## src/rtl/add_share_if.sv

```systemverilog
// Requester/consumer bundle for the shared-adder arbiter.
// The requester side is master; the arbiter is slave.
interface add_share_if #(
  parameter int unsigned NREQ  = 4,
  parameter int unsigned WIDTH = 8
);
  localparam int unsigned IDW = (NREQ > 1) ? $clog2(NREQ) : 1;

  logic [NREQ-1:0]       req;
  logic [NREQ*WIDTH-1:0] op_a;
  logic [NREQ*WIDTH-1:0] op_b;
  logic [NREQ-1:0]       gnt;
  logic                  busy;
  logic                  res_valid;
  logic                  res_ready;
  logic [IDW-1:0]        res_id;
  logic [WIDTH-1:0]      res_sum;
  logic                  res_ovf;
  logic [7:0]            ovf_count;

  modport master (
    output req, op_a, op_b, res_ready,
    input  gnt, busy, res_valid, res_id, res_sum, res_ovf, ovf_count
  );

  modport slave (
    input  req, op_a, op_b, res_ready,
    output gnt, busy, res_valid, res_id, res_sum, res_ovf, ovf_count
  );
endinterface

```

## src/rtl/add_share_arbiter.sv

```systemverilog
// Round-robin arbiter sharing one WIDTH-bit adder among NREQ requesters,
// with a valid/ready result port and a saturating overflow event counter.
module add_share_arbiter #(
  parameter int unsigned NREQ  = 4,
  parameter int unsigned WIDTH = 8
) (
  input logic       clk,
  input logic       rst,
  add_share_if.slave bus
);
  localparam int unsigned IDW = (NREQ > 1) ? $clog2(NREQ) : 1;

  typedef enum logic [1:0] {IDLE, EXEC, RESP} state_t;

  state_t           state_q, state_d;
  logic [IDW-1:0]   last_q, last_d;
  logic [WIDTH-1:0] a_q, a_d;
  logic [WIDTH-1:0] b_q, b_d;
  logic [NREQ-1:0]  gnt_q, gnt_d;
  logic             busy_q, busy_d;
  logic             valid_q, valid_d;
  logic [IDW-1:0]   id_q, id_d;
  logic [WIDTH-1:0] sum_q, sum_d;
  logic             ovf_q, ovf_d;
  logic [7:0]       cnt_q, cnt_d;

  logic             any_req;
  logic [IDW-1:0]   win;
  logic [IDW-1:0]   cand;
  logic [WIDTH-1:0] a_sel;
  logic [WIDTH-1:0] b_sel;
  logic [WIDTH:0]   sum_full;

  // Round-robin search starting just above the last winner, wrapping.
  always_comb begin
    any_req = 1'b0;
    win     = '0;
    cand    = '0;
    for (int unsigned k = 1; k <= NREQ; k++) begin
      cand = IDW'((32'(last_q) + k) % NREQ);
      if (!any_req && bus.req[cand]) begin
        any_req = 1'b1;
        win     = cand;
      end
    end
  end

  // Winner's operand slice.
  always_comb begin
    a_sel = '0;
    b_sel = '0;
    for (int unsigned i = 0; i < NREQ; i++) begin
      if (win == IDW'(i)) begin
        a_sel = bus.op_a[i*WIDTH +: WIDTH];
        b_sel = bus.op_b[i*WIDTH +: WIDTH];
      end
    end
  end

  assign sum_full = {1'b0, a_q} + {1'b0, b_q};

  always_ff @(posedge clk or posedge rst) begin
    if (rst) state_q <= IDLE;
    else     state_q <= state_d;
  end

  always_comb begin
    state_d = state_q;
    last_d  = last_q;
    a_d     = a_q;
    b_d     = b_q;
    gnt_d   = '0;
    valid_d = valid_q;
    id_d    = id_q;
    sum_d   = sum_q;
    ovf_d   = ovf_q;
    cnt_d   = cnt_q;

    case (state_q)
      IDLE: begin
        if (any_req) begin
          state_d = EXEC;
          gnt_d   = NREQ'(1) << win;
          a_d     = a_sel;
          b_d     = b_sel;
          id_d    = win;
          last_d  = win;
        end
      end
      EXEC: begin
        sum_d   = sum_full[WIDTH-1:0];
        ovf_d   = sum_full[WIDTH];
        valid_d = 1'b1;
        state_d = RESP;
      end
      RESP: begin
        if (bus.res_ready) begin
          valid_d = 1'b0;
          state_d = IDLE;
          if (ovf_q && (cnt_q != 8'hFF)) cnt_d = cnt_q + 8'd1;
        end
      end
      default: state_d = IDLE;
    endcase

    busy_d = (state_d != IDLE);
  end

  // Last winner resets to NREQ-1 so requester 0 is searched first.
  always_ff @(posedge clk or posedge rst) begin
    if (rst) begin
      last_q  <= IDW'(NREQ - 1);
      a_q     <= '0;
      b_q     <= '0;
      gnt_q   <= '0;
      busy_q  <= 1'b0;
      valid_q <= 1'b0;
      id_q    <= '0;
      sum_q   <= '0;
      ovf_q   <= 1'b0;
      cnt_q   <= '0;
    end else begin
      last_q  <= last_d;
      a_q     <= a_d;
      b_q     <= b_d;
      gnt_q   <= gnt_d;
      busy_q  <= busy_d;
      valid_q <= valid_d;
      id_q    <= id_d;
      sum_q   <= sum_d;
      ovf_q   <= ovf_d;
      cnt_q   <= cnt_d;
    end
  end

  assign bus.gnt       = gnt_q;
  assign bus.busy      = busy_q;
  assign bus.res_valid = valid_q;
  assign bus.res_id    = id_q;
  assign bus.res_sum   = sum_q;
  assign bus.res_ovf   = ovf_q;
  assign bus.ovf_count = cnt_q;
endmodule

```

## src/flat_wrapper.sv

```systemverilog
// flat-port wrapper written by rule: the top's interface ports become plain ports
module add_share_arbiter_flat 
#(
  parameter int unsigned NREQ  = 4,
  parameter int unsigned WIDTH = 8
)
  (clk, rst, bus_req, bus_op_a, bus_op_b, bus_res_ready, bus_gnt, bus_busy, bus_res_valid, bus_res_id, bus_res_sum, bus_res_ovf, bus_ovf_count);
  add_share_if #(.NREQ(NREQ), .WIDTH(WIDTH)) bus_i ();
  input logic clk;
  input logic rst;
  input wire logic [$bits(bus_i.req)-1:0] bus_req;
  input wire logic [$bits(bus_i.op_a)-1:0] bus_op_a;
  input wire logic [$bits(bus_i.op_b)-1:0] bus_op_b;
  input wire logic [$bits(bus_i.res_ready)-1:0] bus_res_ready;
  output wire logic [$bits(bus_i.gnt)-1:0] bus_gnt;
  output wire logic [$bits(bus_i.busy)-1:0] bus_busy;
  output wire logic [$bits(bus_i.res_valid)-1:0] bus_res_valid;
  output wire logic [$bits(bus_i.res_id)-1:0] bus_res_id;
  output wire logic [$bits(bus_i.res_sum)-1:0] bus_res_sum;
  output wire logic [$bits(bus_i.res_ovf)-1:0] bus_res_ovf;
  output wire logic [$bits(bus_i.ovf_count)-1:0] bus_ovf_count;
  assign bus_i.req = bus_req;
  assign bus_i.op_a = bus_op_a;
  assign bus_i.op_b = bus_op_b;
  assign bus_i.res_ready = bus_res_ready;
  assign bus_gnt = bus_i.gnt;
  assign bus_busy = bus_i.busy;
  assign bus_res_valid = bus_i.res_valid;
  assign bus_res_id = bus_i.res_id;
  assign bus_res_sum = bus_i.res_sum;
  assign bus_res_ovf = bus_i.res_ovf;
  assign bus_ovf_count = bus_i.ovf_count;
  add_share_arbiter #(.NREQ(NREQ), .WIDTH(WIDTH)) u_core (.clk(clk), .rst(rst), .bus(bus_i));
endmodule
```

## config.mk

```make
export PLATFORM = sky130hd
export DESIGN_NAME = add_share_arbiter_flat
export DESIGN_NICKNAME = d
export VERILOG_FILES = /design/src/rtl/add_share_if.sv /design/src/rtl/add_share_arbiter.sv /design/src/flat_wrapper.sv
export SDC_FILE = /design/constraint.sdc
export NUM_CORES = 1
export LEC_CHECK = 0
export CORE_ASPECT_RATIO = 2
export CORE_MARGIN = 2
export CORE_UTILIZATION = 40
export CTS_CLUSTER_SIZE = 16
export DETAILED_ROUTE_END_ITERATION = 16
export PLACE_DENSITY_LB_ADDON = 0.08
export SYNTH_ARGS = -nofsm -noshare
export SYNTH_HDL_FRONTEND = slang
export SYNTH_SLANG_ARGS = --single-unit
```

## constraint.sdc

```tcl
create_clock -name clk -period 2.04 [get_ports clk]
set_clock_uncertainty 0.2 [all_clocks]
set_input_delay 0.408 -clock clk [delete_from_list [all_inputs] [get_ports clk]]
set_output_delay 0.408 -clock clk [all_outputs]
set_load 0.005 [all_outputs]
```

==> results.yml, run 1 <==
run_status:
  status: "finished, violations left"
  violations: "setup timing"
routing:
  wire_per_inst_um: 14.9
  via_per_inst: 5.17
  route.met3.wl_um: 221
  first_pass_iters: 4
  ant_nets: 0
  vias: 2359
  route.met2.wl_um: 4160
  routed_wl_um: 6770
  drt_iter0_drc: 92
  drc: 0
  dr.max_layer_used: "met4"
  wl_met1_um: 2220
setup_path:
  crit_cells: 7
  cp_num_buf_inv: 0
  critical_path.max_stage_delay_ns: 0.39
  crit_chain: "ha_2, fa_2, a21o_1, a21oi_2, o21ai_1, and3b_1, o21a_1"
  reg2reg_depth: 7
  criticalPathCategory: "reg2reg"
  path_delay_family: "compound AO/OA/AOI/OAI gates"
  path_max_fanout: 3
  required_ns: 2.01
  startpoint_type: "flop"
  cp.arrival_ns: 2.05
  critPathCaptureType: "flop"
  cp_slowest_cell: "dfrtp_1"
global_routing:
  grt_max_degree: 28
  grt-ovfl-total: 0
  grt_pass1_wl_um: 10700
  grt_usage_pct: 19.8
  grt_pass1_vias: 2448
  grt_antenna_before_repair: 0
synth:
  syn_nets: 325
  netlist_area_um2: 2560
  async_flop_share_pct: 100
  ys_seq_area_share_pct: 44.0
  ys_dominant_reg_cell: "dfrtp_1"
  ys_ff_latch: 45
  ys_types: 49
  synth_commonest_cells: "dfrtp_1 (43), nand2_1 (39), mux2i_1 (33), nor2_1 (10), ha_1 (9)"
  syn-mean-instance-area_um2: 10.5
  synth_top_area_cell: "dfrtp_1"
  synth.most_common_cell: "dfrtp_1"
  yosys-top-cells-area: "dfrtp_1 (42%), mux2i_1 (13%), nand2_1 (5.7%)"
  synth_warnings: 0
  synth_edf_count: 0
  syn_inst: 244
  synth_top_area_share_pct: 42.0
placed_design:
  hpwl_um: 5100
  place.gp.congestion: 0.813
  placedCellCount: 441
  port-buffer-count: 95
  post-place-ws_ns: -0.301
floorplan:
  die_area_um2: 7110
  die-width_um: 60.6
  io_pins: 96
  start_util_pct: 41.0
  core_area_um2: 6260
  placementRows: 41
  die_h_um: 117
timing:
  slew_headroom_pct: 76.5
  slew_violations: 0
  timing.final.crit_period_ns: 2.07
  clock.fmax_mhz: 482
  fin_crit_sh_pct: 102
  fin_ws_ns: -0.0344
  hold_ws_ns: 0.212
  timing.final.hold_violations: 0
  rsz0062_at_grt: "true"
  tightest_slew_ns: 0.352
  final-setup-viol-count: 2
power:
  p_leak_nw: 1.90
  vdd.ir_drop.worst_mv: 0.795
  power.density_nw_per_um2: 1420
clocking:
  root_buffer: "clkbuf_16"
  cts_tree: "yes"
  cts.htree.levels: 2
  clk_latency_ns: 0.28
  cts.path.max_buffers: 2
  cts.clk_slew.worst_paths_ns: 0.06
  cts_hold_buf: 0
  cts_sinks: 45
  cts_buffers: 5
final_layout:
  synthToLayoutAreaGrowth_pct: 63.6
  num-fill-cells: 526
  finalNonFillerCells: 456
  drive_gt1_share_pct: 19.7
  fin_util_pct: 67.0
  layout.nets: 450
  diodes: 0
min_path:
  min_path_type: "in2async"
flow_run:
  maxCapViolCount: 0
-- state kept, by name (all words and copies together) (netlist names) --
name	flops
u_core.b_q	8
u_core.bus.res_id	2
u_core.bus.busy	1
u_core.bus.res_sum	8
u_core.bus.gnt	4
u_core.bus.res_valid	1
u_core.a_q	8
u_core.state_q	2
u_core.bus.res_ovf	1
u_core.last_q	2
u_core.bus.ovf_count	8
-- through the flow --
step	power [mW]	TNS [ns]	instance area [µm²]
global placement	4.57	-4.57	3840
detailed placement	4.65	-5.69	3840
CTS	5.68	-0.0636	4040
global route	6.41	-0.321	4200
floorplan	3.36	0	2570
finish	5.95	-0.0413	4200
-- worst paths after layout --
path / startpoint / slack (ns) / end
worst max-delay path: u_core.a_q[0] / -0.03 / u_core.bus.res_ovf
worst min-delay path: rst / 0.21 / u_core.bus.res_id[0]
worst max register to register: u_core.a_q[0] / -0.03 / u_core.bus.res_ovf
worst min register to register: u_core.bus.res_sum[7] / 0.28 / u_core.bus.res_sum[7]
max in group asynchronous: rst / 0.90 / u_core.b_q[7]
min in group clk: u_core.bus.res_sum[7] / 0.28 / u_core.bus.res_sum[7]
-- per-layer routing --
| metal | global-route usage (%) | up-vias |
|---|---|---|
| li1 | - | 1141 |
| met1 | 19.1 | 1141 |
| met2 | 39.8 | 65 |
| met3 | 2.31 | 12 |
| met4 | 7.39 | 0 |
| met5 | 0 | - |
-- placed cells by master (no fill, tap or decap), types with 3 or more instances in the layout --
cell type         n
and3_1            3
o21ai_1           3
mux2i_1          33
xnor2_1           6
clkbuf_16         7
a211oi_1          3
a21oi_1           4
buf_12            6
inv_1             5
nor2_1           10
buf_4            26
dfrtp_1          43
o221ai_2         12
a21oi_2           3
nand2_1          39
ha_1              7
nand2b_1          5
xor2_1            4
a21o_1            3
clkdlybuf4s50_1  91
nand3_1           4
nor3_1            3
o221ai_1          4
-- power by group --
group	leakage (nW)	total, mW	internal, mW	switching (mW)
combinational	1.25	3.39	1.88	1.51
sequential	0.561	1.62	1.30	0.317
clock	0.0831	0.944	0.611	0.333
total	1.90	5.95	3.80	2.16
-- logic make-up after synthesis --
kind of cell,Yosys count,synth area share [%]
DFF,45,44.0
buffers and inverters,19,3.90
adders and majority gates,10,5.17
xor gates and xnor gates,10,3.41
AOI/OAI and AO/OA,49,16.1
and+or+nand+nor,77,14.1
muxes,34,13.3
-- timing repair --
action	4_1_cts	5_1_grt
endpoints found under the setup margin	12	21
pin swaps	6	10
cloned	0	2
resized for setup	9	14
setup buffers	2	3
-- cell type report --
| type | count | area [µm²] | area share (%) |
|---|---|---|---|
| Clock buffer | 6 | 139 | 3.31 |
| Sequential cell | 45 | 1130 | 26.9 |
| Timing Repair Buffer | 130 | 1320 | 31.6 |
| Clock inverter | 2 | 37.5 | 0.895 |
| Tap cell | 86 | 108 | 2.56 |
| Multi-Input combinational cell | 180 | 1430 | 34.1 |
| Inverter | 7 | 26.3 | 0.626 |
No activity file was read; power rests on OpenSTA's default activity.
==> run 2, diff against run 1 <==
CAP_MARGIN = 20   (was default)
HOLD_SLACK_MARGIN = 0.05   (was default)
SETUP_SLACK_MARGIN = 0.05   (was default)
==> results.yml, run 2 (synthesis results as in run 1) <==
final_layout:
  layout.nets: 456
  num-fill-cells: 492
  final_common_cell: "clkdlybuf4s50_1"
  synthToLayoutAreaGrowth_pct: 70.7
  finalNonFillerCells: 462
  drive_gt1_share_pct: 25.3
  final_cell_mix: "clkdlybuf4s50_1 (91), dfrtp_1 (43), nand2_1 (38), buf_4 (28), mux2i_1 (15)"
  diodes: 0
  post-route-cell-area_um2: 4380
clocking:
  cts.clk_slew.worst_paths_ns: 0.06
  clk_latency_ns: 0.29
  cts_buffers: 5
  root_buffer: "clkbuf_16"
  cts.htree.levels: 2
  cts_hold_buf: 0
  cts.path.max_buffers: 2
  cts_tree: "yes"
  cts_sinks: 45
timing:
  slew_violations: 0
  clock.fmax_mhz: 480
  rsz0062_at_grt: "true"
  tightest_slew_ns: 0.373
  final-setup-viol-count: 2
  tns_ns: -0.0813
  timing.final.hold_violations: 0
  slew_headroom_pct: 75.1
  fin_ws_ns: -0.0426
  timing.final.crit_period_ns: 2.08
  fin_crit_sh_pct: 102
setup_path:
  critPathCaptureType: "flop"
  cp.arrival_ns: 2.06
  required_ns: 2.02
  r2r_start: "u_core.b_q[0]"
  reg2reg_depth: 7
  startpoint_type: "flop"
  criticalPathCategory: "reg2reg"
  path_max_fanout: 3
  r2r_setup_slack_ns: -0.04
  r2r-end: "u_core.bus.res_ovf"
routing:
  via_per_inst: 5.12
  first_pass_iters: 4
  drt_iter0_drc: 56
  vias: 2366
  wire_per_inst_um: 15.2
  ant_nets: 0
  drc: 0
  routed_wl_um: 7030
placed_design:
  postPlaceCellArea_um2: 3830
  place.gp.congestion: 0.792
  port-buffer-count: 95
  hpwl_um: 5040
  placedCellCount: 440
min_path:
  min_path_type: "in2async"
floorplan:
  die_area_um2: 7110
  die_h_um: 117
  placementRows: 41
  die-width_um: 60.6
  io_pins: 96
  start_util_pct: 41.0
  core_area_um2: 6260
power:
  power.density_nw_per_um2: 1400
  p_leak_nw: 1.92
  power_mw: 6.13
  vdd.ir_drop.worst_mv: 0.601
global_routing:
  grt-ovfl-total: 0
  grt_max_degree: 24
  grt_antenna_before_repair: 0
  grt_usage_pct: 19.4
  grt_pass1_vias: 2332
  grt_pass1_wl_um: 10200
run_status:
  violations: "setup timing"
  status: "finished, violations left"
flow_run:
  maxCapViolCount: 0
[run 2: changes by cell type in the layout (fill, tap and decap cells not counted), moves of 2 or more]
cell / change
buf_4: +2
mux2i_2: +10
clkbuf_16: +2
mux2i_4: +8
mux2i_1: -18
buf_6: +3
clkinv_2: +2
[run 2: what timing repair did]
action,4_1_cts,5_1_grt
endpoints found under the setup margin,21,22
buffers inserted,6,5
gates resized for setup,11,40
pin swaps,13,12
cloned,0,5
[run 2: metal layers]
layer	wire (µm)	vias up	track usage, %
met5	0	-	0
met4	163	0	7.83
met3	216	9	3.41
met2	4300	66	38.6
met1	2350	1140	18.2
li1	-	1151	-
[run 2: worst max-delay path by stage]
stage / startpoint / cells after the start / to / slack [ns]
after floorplan: u_core.b_q[0] / 7 / u_core.bus.res_ovf / 0.03
after global placement: bus_req[2] / 6 / u_core.a_q[1] / -0.25
after detailed placement: bus_req[2] / 6 / u_core.a_q[7] / -0.29
after CTS: u_core.a_q[0] / 7 / u_core.bus.res_sum[6] / -0.01
after global routing: u_core.b_q[0] / 7 / u_core.bus.res_sum[6] / -0.11
final: u_core.b_q[0] / 7 / u_core.bus.res_ovf / -0.04
[run 2: final cells by class]
cell class | instances | area (µm²) | area share, %
clock inverters | 2 | 10.0 | 0.229
repair buffers | 136 | 1420 | 32.5
inverters | 7 | 26.3 | 0.600
clock buffers | 6 | 129 | 2.94
multi-input cells | 180 | 1560 | 35.5
well taps | 86 | 108 | 2.46
flip-flops and latches | 45 | 1130 | 25.8
[run 2: worst max-delay path: stages, from the launching register on]
cell	delay, ns
dfrtp_1	0.40
ha_2	0.20
fa_2	0.34
a21o_1	0.18
a21oi_2	0.20
o21ai_1	0.10
and3b_1	0.20
o21a_1	0.16
[run 2: metrics by stage]
stage	hold slack (ns)	setup WS (ns)	utilization [%]
floorplan	0.260	0.0290	-
global placement	0.261	-0.253	61.2
detailed placement	0.272	-0.291	61.2
CTS	0.225	-0.0130	64.4
global route	0.259	-0.110	70.0
finish	0.221	-0.0426	70.0
[run 2: where the power goes]
part / leakage (nW) / switching, mW / internal (mW)
logic: 1.29 / 1.62 / 2.13
clock network: 0.0706 / 0.343 / 0.450
registers: 0.561 / 0.284 / 1.30
==> variant (flow settings as in run 1) <==
Re-encode `state_t` (3 states) as one-hot, 3 bits wide.
--- a/src/rtl/add_share_arbiter.sv
+++ b/src/rtl/add_share_arbiter.sv
@@ -11,5 +11,5 @@
   localparam int unsigned IDW = (NREQ > 1) ? $clog2(NREQ) : 1;
 
-  typedef enum logic [1:0] {IDLE, EXEC, RESP} state_t;
+  typedef enum logic [2:0] {IDLE = 3'b001, EXEC = 3'b010, RESP = 3'b100} state_t;
 
   state_t           state_q, state_d;
Function: no difference found for any inputs over 4 cycles, from zero or initial values and one cycle with rst high; so few cycles prove little.
==> variant against run 1 <==
The run still ends with negative setup slack left; setup slack worse by 85 ps; global-route usage is 2.5 points higher; sequential cell count is 1 higher; die area grew 6.2%; synthesized area grew 6.5%; first-iteration DRC count grew 29%; count of clock-buffer cells in the layout unchanged; routed wire length rose by 24%; design area increased by 11%; total power is 12% higher.
==> variant: results (changes against run 1) <==
- Status: complete, but fails checks
- Failing checks: negative setup slack
- Leakage: 2.07 nW (+9.1%)
- Cell count after placement: 457 (+3.6%)
- Multiplexer area fraction after synthesis: 14.8% (+1.5 points)
- Initial drt markers: 119 (+29%)
- Synthesized net count: 350 (+7.7%)
- # nets final: 477 (+6.0%)
- Grt met1 use: 20.9% (+1.7 points)
- Post-synthesis xor/xnor area fraction: 3.85% (+0.43 points)
- Routed wire length: 8390 um (+24%)
- R2r endpoint: u_core.a_q[5]
- Total GRT Usage: 22.3% (+2.5 points)
- Vias: 2560 (+8.5%)
- Metal2 WL: 4930 um (+18%)
- Setup violators final: 18 (+16)
- Post-cts resize count: 38 (+29)
- Crit. Startpoint: u_core.last_q[1]
- Largest cells by area after synthesis: dfrtp_1 39%, mux2i_1 6.6%, mux2_1 6.6%
- Final setup margin: -120 ps (-85.2 ps)
- R2R Path Start: u_core.last_q[1]
- Internal Power: 4.29 mW (+13%)
- Slowest cell on the critical path: dfstp_2
- Mapped Avg Cell Area: 10.2 um^2 (-3.4%)
- Sw Share: 35.6% (-0.58 points)
- Post-CTS Setup Inserts: 11 (+9)
- Arr. time, crit path: 2120 ps (+70 ps)
## variant: cell count changes after synthesis, moves of 6 or more
cell / change
nand3_1: +30
o221ai_2: -8
nand2_1: -8
o211ai_1: +16
mux2i_1: -15
nor2_1: +6
o221ai_1: -8
mux2_1: +16
## variant: cell type report
class	count	area (um^2)	area share (%)
Sequential cell	46	1150	24.9
Clock buffer	6	139	2.99
Clock inverter	2	60.1	1.29
Inverter	4	15.0	0.324
Timing Repair Buffer	135	1500	32.3
Multi-Input combinational cell	204	1660	35.8
Tap cell	88	110	2.37
## variant: worst max path at each step
| stage | endpoint | slack [ps] | cells past startpoint |
|---|---|---|---|
| 4_1_cts | u_core.bus.res_ovf | -130 | 7 |
| 5_1_grt | u_core.a_q[5] | -170 | 8 |
| 2_1_floorplan | u_core.bus.res_ovf | -20 | 7 |
| 6_report | u_core.a_q[5] | -120 | 8 |
| 3_5_place_dp | u_core.b_q[2] | -400 | 7 |
| 3_3_place_gp | u_core.b_q[2] | -370 | 8 |
